$ cat src/rtl/truth_table_scanner_if.sv
// ============================================================================
// truth_table_scanner_if : scan handshake, function-under-test and result bus
// Rev 1.0 - initial release
// ============================================================================
`default_nettype none

interface truth_table_scanner_if #(
   parameter int N = 3
) ();
   logic                start;
   logic                s;
   logic [N-1:0]        x;
   logic                busy;
   logic                done;
   logic [(1<<N)-1:0]   minterms;
   logic [(1<<N)-1:0]   maxterms;
   logic [N:0]          count;
   logic                xerr;

   modport master (
      output start, s,
      input  x, busy, done, minterms, maxterms, count, xerr
   );

   modport slave (
      input  start, s,
      output x, busy, done, minterms, maxterms, count, xerr
   );
endinterface

`default_nettype wire

$ cat src/rtl/truth_table_scanner.sv
// ============================================================================
// truth_table_scanner : walks every input combination of a boolean block and
// rebuilds its minterm/maxterm masks and minterm count. Optional: SCAN_XCHECK_EN.
// Rev 1.0 - initial release
// ============================================================================
`default_nettype none

module truth_table_scanner #(
   parameter int N      = 3,
   parameter int SETTLE = 1
) (
   input  logic                  clk,
   input  logic                  rst_n,
   truth_table_scanner_if.slave  bus
);
   localparam int         TT            = 1 << N;
   localparam logic [1:0] ST_IDLE       = 2'd0;
   localparam logic [1:0] ST_SETTLE     = 2'd1;
   localparam logic [1:0] ST_SAMPLE     = 2'd2;
   localparam logic [1:0] ST_DONE       = 2'd3;
   localparam logic [3:0] SETTLE_LOAD   = 4'(SETTLE);
   localparam logic [1:0] ST_AFTER_LOAD = (SETTLE == 0) ? ST_SAMPLE : ST_SETTLE;
   localparam logic [N-1:0] X_LAST      = '1;

   logic [1:0]    r_state;
   logic [3:0]    r_settle_cnt;
   logic [N-1:0]  r_x;
   logic [TT-1:0] r_minterms;
   logic [N:0]    r_count;
   logic          r_xerr;
   logic          w_s_unknown;
   logic          w_s_bit;

   // Unknown samples are recorded as 0 and flagged only when the check is built in.
   always_comb begin
      w_s_unknown = 1'b0;
`ifdef SCAN_XCHECK_EN
      w_s_unknown = (bus.s !== 1'b0) && (bus.s !== 1'b1);
`endif
      w_s_bit = w_s_unknown ? 1'b0 : bus.s;
   end

   always_ff @(posedge clk or negedge rst_n) begin
      if (!rst_n) begin
         r_state      <= ST_IDLE;
         r_settle_cnt <= 4'd0;
         r_x          <= '0;
         r_minterms   <= '0;
         r_count      <= '0;
         r_xerr       <= 1'b0;
      end else begin
         case (r_state)
            ST_IDLE: begin
               if (bus.start) begin
                  r_x          <= '0;
                  r_minterms   <= '0;
                  r_count      <= '0;
                  r_xerr       <= 1'b0;
                  r_settle_cnt <= SETTLE_LOAD;
                  r_state      <= ST_AFTER_LOAD;
               end
            end
            ST_SETTLE: begin
               r_settle_cnt <= r_settle_cnt - 4'd1;
               if (r_settle_cnt <= 4'd1) begin
                  r_state <= ST_SAMPLE;
               end
            end
            ST_SAMPLE: begin
               r_minterms[r_x] <= w_s_bit;
               r_count         <= r_count + {{N{1'b0}}, w_s_bit};
               if (w_s_unknown) begin
                  r_xerr <= 1'b1;
               end
               if (r_x == X_LAST) begin
                  r_state <= ST_DONE;
               end else begin
                  r_x          <= r_x + 1'b1;
                  r_settle_cnt <= SETTLE_LOAD;
                  r_state      <= ST_AFTER_LOAD;
               end
            end
            default: begin
               r_state <= ST_IDLE;
            end
         endcase
      end
   end

   assign bus.x        = r_x;
   assign bus.busy     = (r_state == ST_SETTLE) || (r_state == ST_SAMPLE);
   assign bus.done     = (r_state == ST_DONE);
   assign bus.minterms = r_minterms;
   assign bus.maxterms = ~r_minterms;
   assign bus.count    = r_count;
   assign bus.xerr     = r_xerr;

endmodule

`default_nettype wire

$ cat src/flat_wrapper.sv
// flat-port wrapper written by rule: the top's interface ports become plain ports
module truth_table_scanner_flat 
#(
   parameter int N      = 3,
   parameter int SETTLE = 1
)
  (clk, rst_n, bus_start, bus_s, bus_x, bus_busy, bus_done, bus_minterms, bus_maxterms, bus_count, bus_xerr);
  truth_table_scanner_if #(.N(N)) bus_i ();
  input  logic clk;
  input  logic rst_n;
  input wire logic [$bits(bus_i.start)-1:0] bus_start;
  input wire logic [$bits(bus_i.s)-1:0] bus_s;
  output wire logic [$bits(bus_i.x)-1:0] bus_x;
  output wire logic [$bits(bus_i.busy)-1:0] bus_busy;
  output wire logic [$bits(bus_i.done)-1:0] bus_done;
  output wire logic [$bits(bus_i.minterms)-1:0] bus_minterms;
  output wire logic [$bits(bus_i.maxterms)-1:0] bus_maxterms;
  output wire logic [$bits(bus_i.count)-1:0] bus_count;
  output wire logic [$bits(bus_i.xerr)-1:0] bus_xerr;
  assign bus_i.start = bus_start;
  assign bus_i.s = bus_s;
  assign bus_x = bus_i.x;
  assign bus_busy = bus_i.busy;
  assign bus_done = bus_i.done;
  assign bus_minterms = bus_i.minterms;
  assign bus_maxterms = bus_i.maxterms;
  assign bus_count = bus_i.count;
  assign bus_xerr = bus_i.xerr;
  truth_table_scanner #(.N(N), .SETTLE(SETTLE)) u_core (.clk(clk), .rst_n(rst_n), .bus(bus_i));
endmodule
$ cat config.mk
export PLATFORM = sky130hd
export DESIGN_NAME = truth_table_scanner_flat
export DESIGN_NICKNAME = d
export VERILOG_FILES = /design/src/rtl/truth_table_scanner_if.sv /design/src/rtl/truth_table_scanner.sv /design/src/flat_wrapper.sv
export SDC_FILE = /design/constraint.sdc
export NUM_CORES = 1
export LEC_CHECK = 0
export ABC_AREA = 1
export BUFFER_PORTS_ARGS = -buffer_cell sky130_fd_sc_hd__buf_2
export CORE_MARGIN = 2
export CORE_UTILIZATION = 30
export DETAILED_ROUTE_END_ITERATION = 12
export PLACE_DENSITY = 0.59
export SLEW_MARGIN = 5
export SYNTH_ARGS = -nofsm -noshare
export SYNTH_HDL_FRONTEND = slang
export SYNTH_SLANG_ARGS = --single-unit
$ cat constraint.sdc
create_clock -name clk -period 1.9 [get_ports clk]
set_clock_uncertainty 0.1 [all_clocks]
set_input_delay 0.38 -clock clk [delete_from_list [all_inputs] [get_ports clk]]
set_output_delay 0.38 -clock clk [all_outputs]
set_load 0.05 [all_outputs]
==> impl_metrics.json <==
{
  "clockBufferDepth": 2,
  "crit_start": "u_core.r_state[0]",
  "crit_path_max_incr_delay_ns": 0.42,
  "power.net_switching_mw": 1.21,
  "syn_nets": 189,
  "fin_cells": 260,
  "timing.rr.end": "u_core.r_settle_cnt[1]",
  "ant_nets": 0,
  "grt_max_degree": 22,
  "grt_usage_pct": 11.6,
  "r2r_slack_ns": 0.20,
  "ir_drop_v": 0.000799,
  "clock_power_share_pct": 12.7,
  "min_from": "bus_s",
  "path_max_fanout": 6,
  "diodes": 0,
  "synth_top_area_share_pct": 41.1,
  "fp-row-count": 23,
  "grt_pass1_vias": 1034,
  "area_growth_pct": 21.4,
  "drive_gt1_share_pct": 21.4,
  "die_x_um": 69.3,
  "period_share_pct": 93.6,
  "clockRootBuffer": "clkbuf_8",
  "async_flop_share_pct": 100,
  "place_ws_ns": 0.113,
  "drt-initial-drc-count": 36,
  "grt_pass1_wl_um": 4570,
  "status": "finished clean",
  "synth_cell_types": 18,
  "worstSetupPathType": "reg -> out",
  "core_area_sq_mm": 0.00406,
  "place_congestion": 0.728,
  "ys_top_cells_by_area": "dfrtp_1 (41%), nand2_1 (19%), ha_1 (9.8%)",
  "cp_cell_sequence": "inv_1 -> ha_1 -> buf_2",
  "setup_violations": 0,
  "synth_top_area_cell": "dfrtp_1",
  "r2r-start": "u_core.bus.x[1]",
  "synth_cells": 175,
  "crit_path_end_kind": "output port",
  "crit_family": "flip-flops",
  "syn_area_sq_mm": 0.00128,
  "r2r_cells": 8,
  "period_minus_slack_ns": 1.78,
  "io_buffers": 28,
  "path_clk_slew_ns": 0.07,
  "synthFlopType": "dfrtp_1",
  "wl_um": 2590,
  "synthTopCellsByCount": "nand2_1 (65), inv_1 (30), dfrtp_1 (21), nor2_1 (14), o21ai_0 (13)",
  "whs_endpoint": "u_core.bus.minterms[1]",
  "pwr-share-comb_pct": 58.0,
  "swShare_pct": 53.2,
  "startpoint_type": "register",
  "cts_tree": "yes",
  "seq_area_frac_synth_pct": 41.1,
  "dieArea_sq_mm": 0.00480,
  "worst_path_max_delay_cell": "dfrtp_1",
  "drv_cap": 0,
  "start_util_pct": 31.5,
  "rsz0062_at_grt": "false",
  "layout.nets": 225,
  "htree_levels": 1,
  "vias_per_cell": 4.41,
  "numCtsBuffers": 3,
  "path_depth": 3,
  "antenna_found_initial": 0,
  "drcViolationCount": 0,
  "clk_latency_ns": 0.26,
  "syn_area_per_cell_sq_um": 7.30,
  "final_cell_area_sq_mm": 0.00155,
  "worstPathArrival_ns": 1.30,
  "cts.sinks": 21,
  "synth_edf_count": 0,
  "io_pins": 30,
  "yosys_warnings": 0,
  "yosysMostFrequentCell": "nand2_1",
  "hp-class": "in -> reg",
  "drt_pass1_iterations": 4,
  "dp.cells": 253,
  "place_area_sq_mm": 0.00148,
  "power_density_mw_per_mm2": 1470,
  "pwr-share-seq_pct": 29.3,
  "dp.final_hpwl_um": 1980,
  "hold_depth": 3,
  "finalHoldViolCount": 0,
  "synth_seq_cells": 21,
  "die_h_um": 69.3,
  "fin_ws_ns": 0.121,
  "routedWlPerCell_um": 9.95,
  "gr-total-overflow": 0,
  "critPathBufInv": 2,
  "slew_violations": 0,
  "p_int_mw": 1.06,
  "leakage_nw": 0.898,
  "fin_tns_setup_ns": 0,
  "fmax_ghz": 0.562,
  "dr_total_vias": 1147,
  "required_ns": 1.42
}
[worst register-to-register path, stage by stage, from the launching register on]
cell     delay [ns]
dfrtp_1        0.46
ha_1           0.22
ha_1           0.19
nand2_1        0.12
nand2_1        0.06
nor2_1         0.16
inv_1          0.13
nand2_1        0.07
o21ai_0        0.07
[logic make-up (layout without fill, tap and decap cells)]
kind of cell	after synthesis	in the layout	synth area share (%)
buf+inv	33	67	10.6
flops	21	21	41.1
compound gates	17	18	8.13
other cells	1	1	0.294
simple gates	93	93	30.1
fa+ha+maj	10	10	9.79
[registers in the layout (all words and copies together), names as in the netlist]
signal	cells
u_core.bus.count	4
u_core.bus.minterms	8
u_core.bus.x	3
u_core.r_settle_cnt	4
u_core.r_state	2
[worst max path at each step]
stage,endpoint
after floorplan,u_core.r_settle_cnt[2]
after global placement,u_core.bus.count[2]
after detailed placement,u_core.bus.count[2]
after CTS,u_core.bus.count[2]
after global routing,bus_busy
final,bus_busy
[power by group through the flow]
stage | combinational [mW] | sequential (mW) | clock [mW]
floorplan | 0.783 | 0.900 | 0
global placement | 1.28 | 0.672 | 0
detailed placement | 1.28 | 0.675 | 0
CTS | 1.29 | 0.666 | 0.297
global route | 1.48 | 0.689 | 0.326
finish | 1.32 | 0.667 | 0.288
[stage by stage]
stage	hold slack [ns]	total power [mW]	util (%)
2_1_floorplan	-0.0156	1.68	-
3_3_place_gp	0.269	1.95	36.4
3_5_place_dp	0.264	1.96	36.4
4_1_cts	0.321	2.25	37.7
5_1_grt	0.319	2.49	38.2
6_report	0.322	2.27	38.2
[placed cells by master, fill, tap and decap left out]
cell	instances
nand4_1	3
clkbuf_8	3
clkbuf_1	1
ha_2	1
nand2_1	65
dlygate4sd3_1	1
buf_2	28
inv_2	1
a21oi_2	2
o21ai_1	1
nand3_2	2
or2_2	1
buf_4	3
inv_1	30
o21ai_2	1
o21ai_0	13
nand3_1	6
conb_1	1
nor2_1	14
nor2_2	2
dfrtp_1	21
o21ai_4	1
ha_1	9
[routing by layer]
| layer | track usage (%) | part of all wire, % |
|---|---|---|
| met5 | 0 | 0 |
| met4 | 5.23 | 1.9 |
| met3 | 1.31 | 4.2 |
| met2 | 18.4 | 45 |
| met1 | 15.9 | 49 |
[layout make-up]
class	count	area [sq um]
sequential	21	526
inverter	31	116
tap	50	62.6
fill	414	2510
clock buffer	4	45.0
timing repair buffer	32	173
multi-input combinational	122	628
[what timing repair did]
item	CTS	global route
hold endpoints to repair	21	0
buffers inserted	0	1
hold buffers	1	0
setup endpoints to repair	0	13
gates resized for setup	0	1
(Power assumes the default switching activity.)
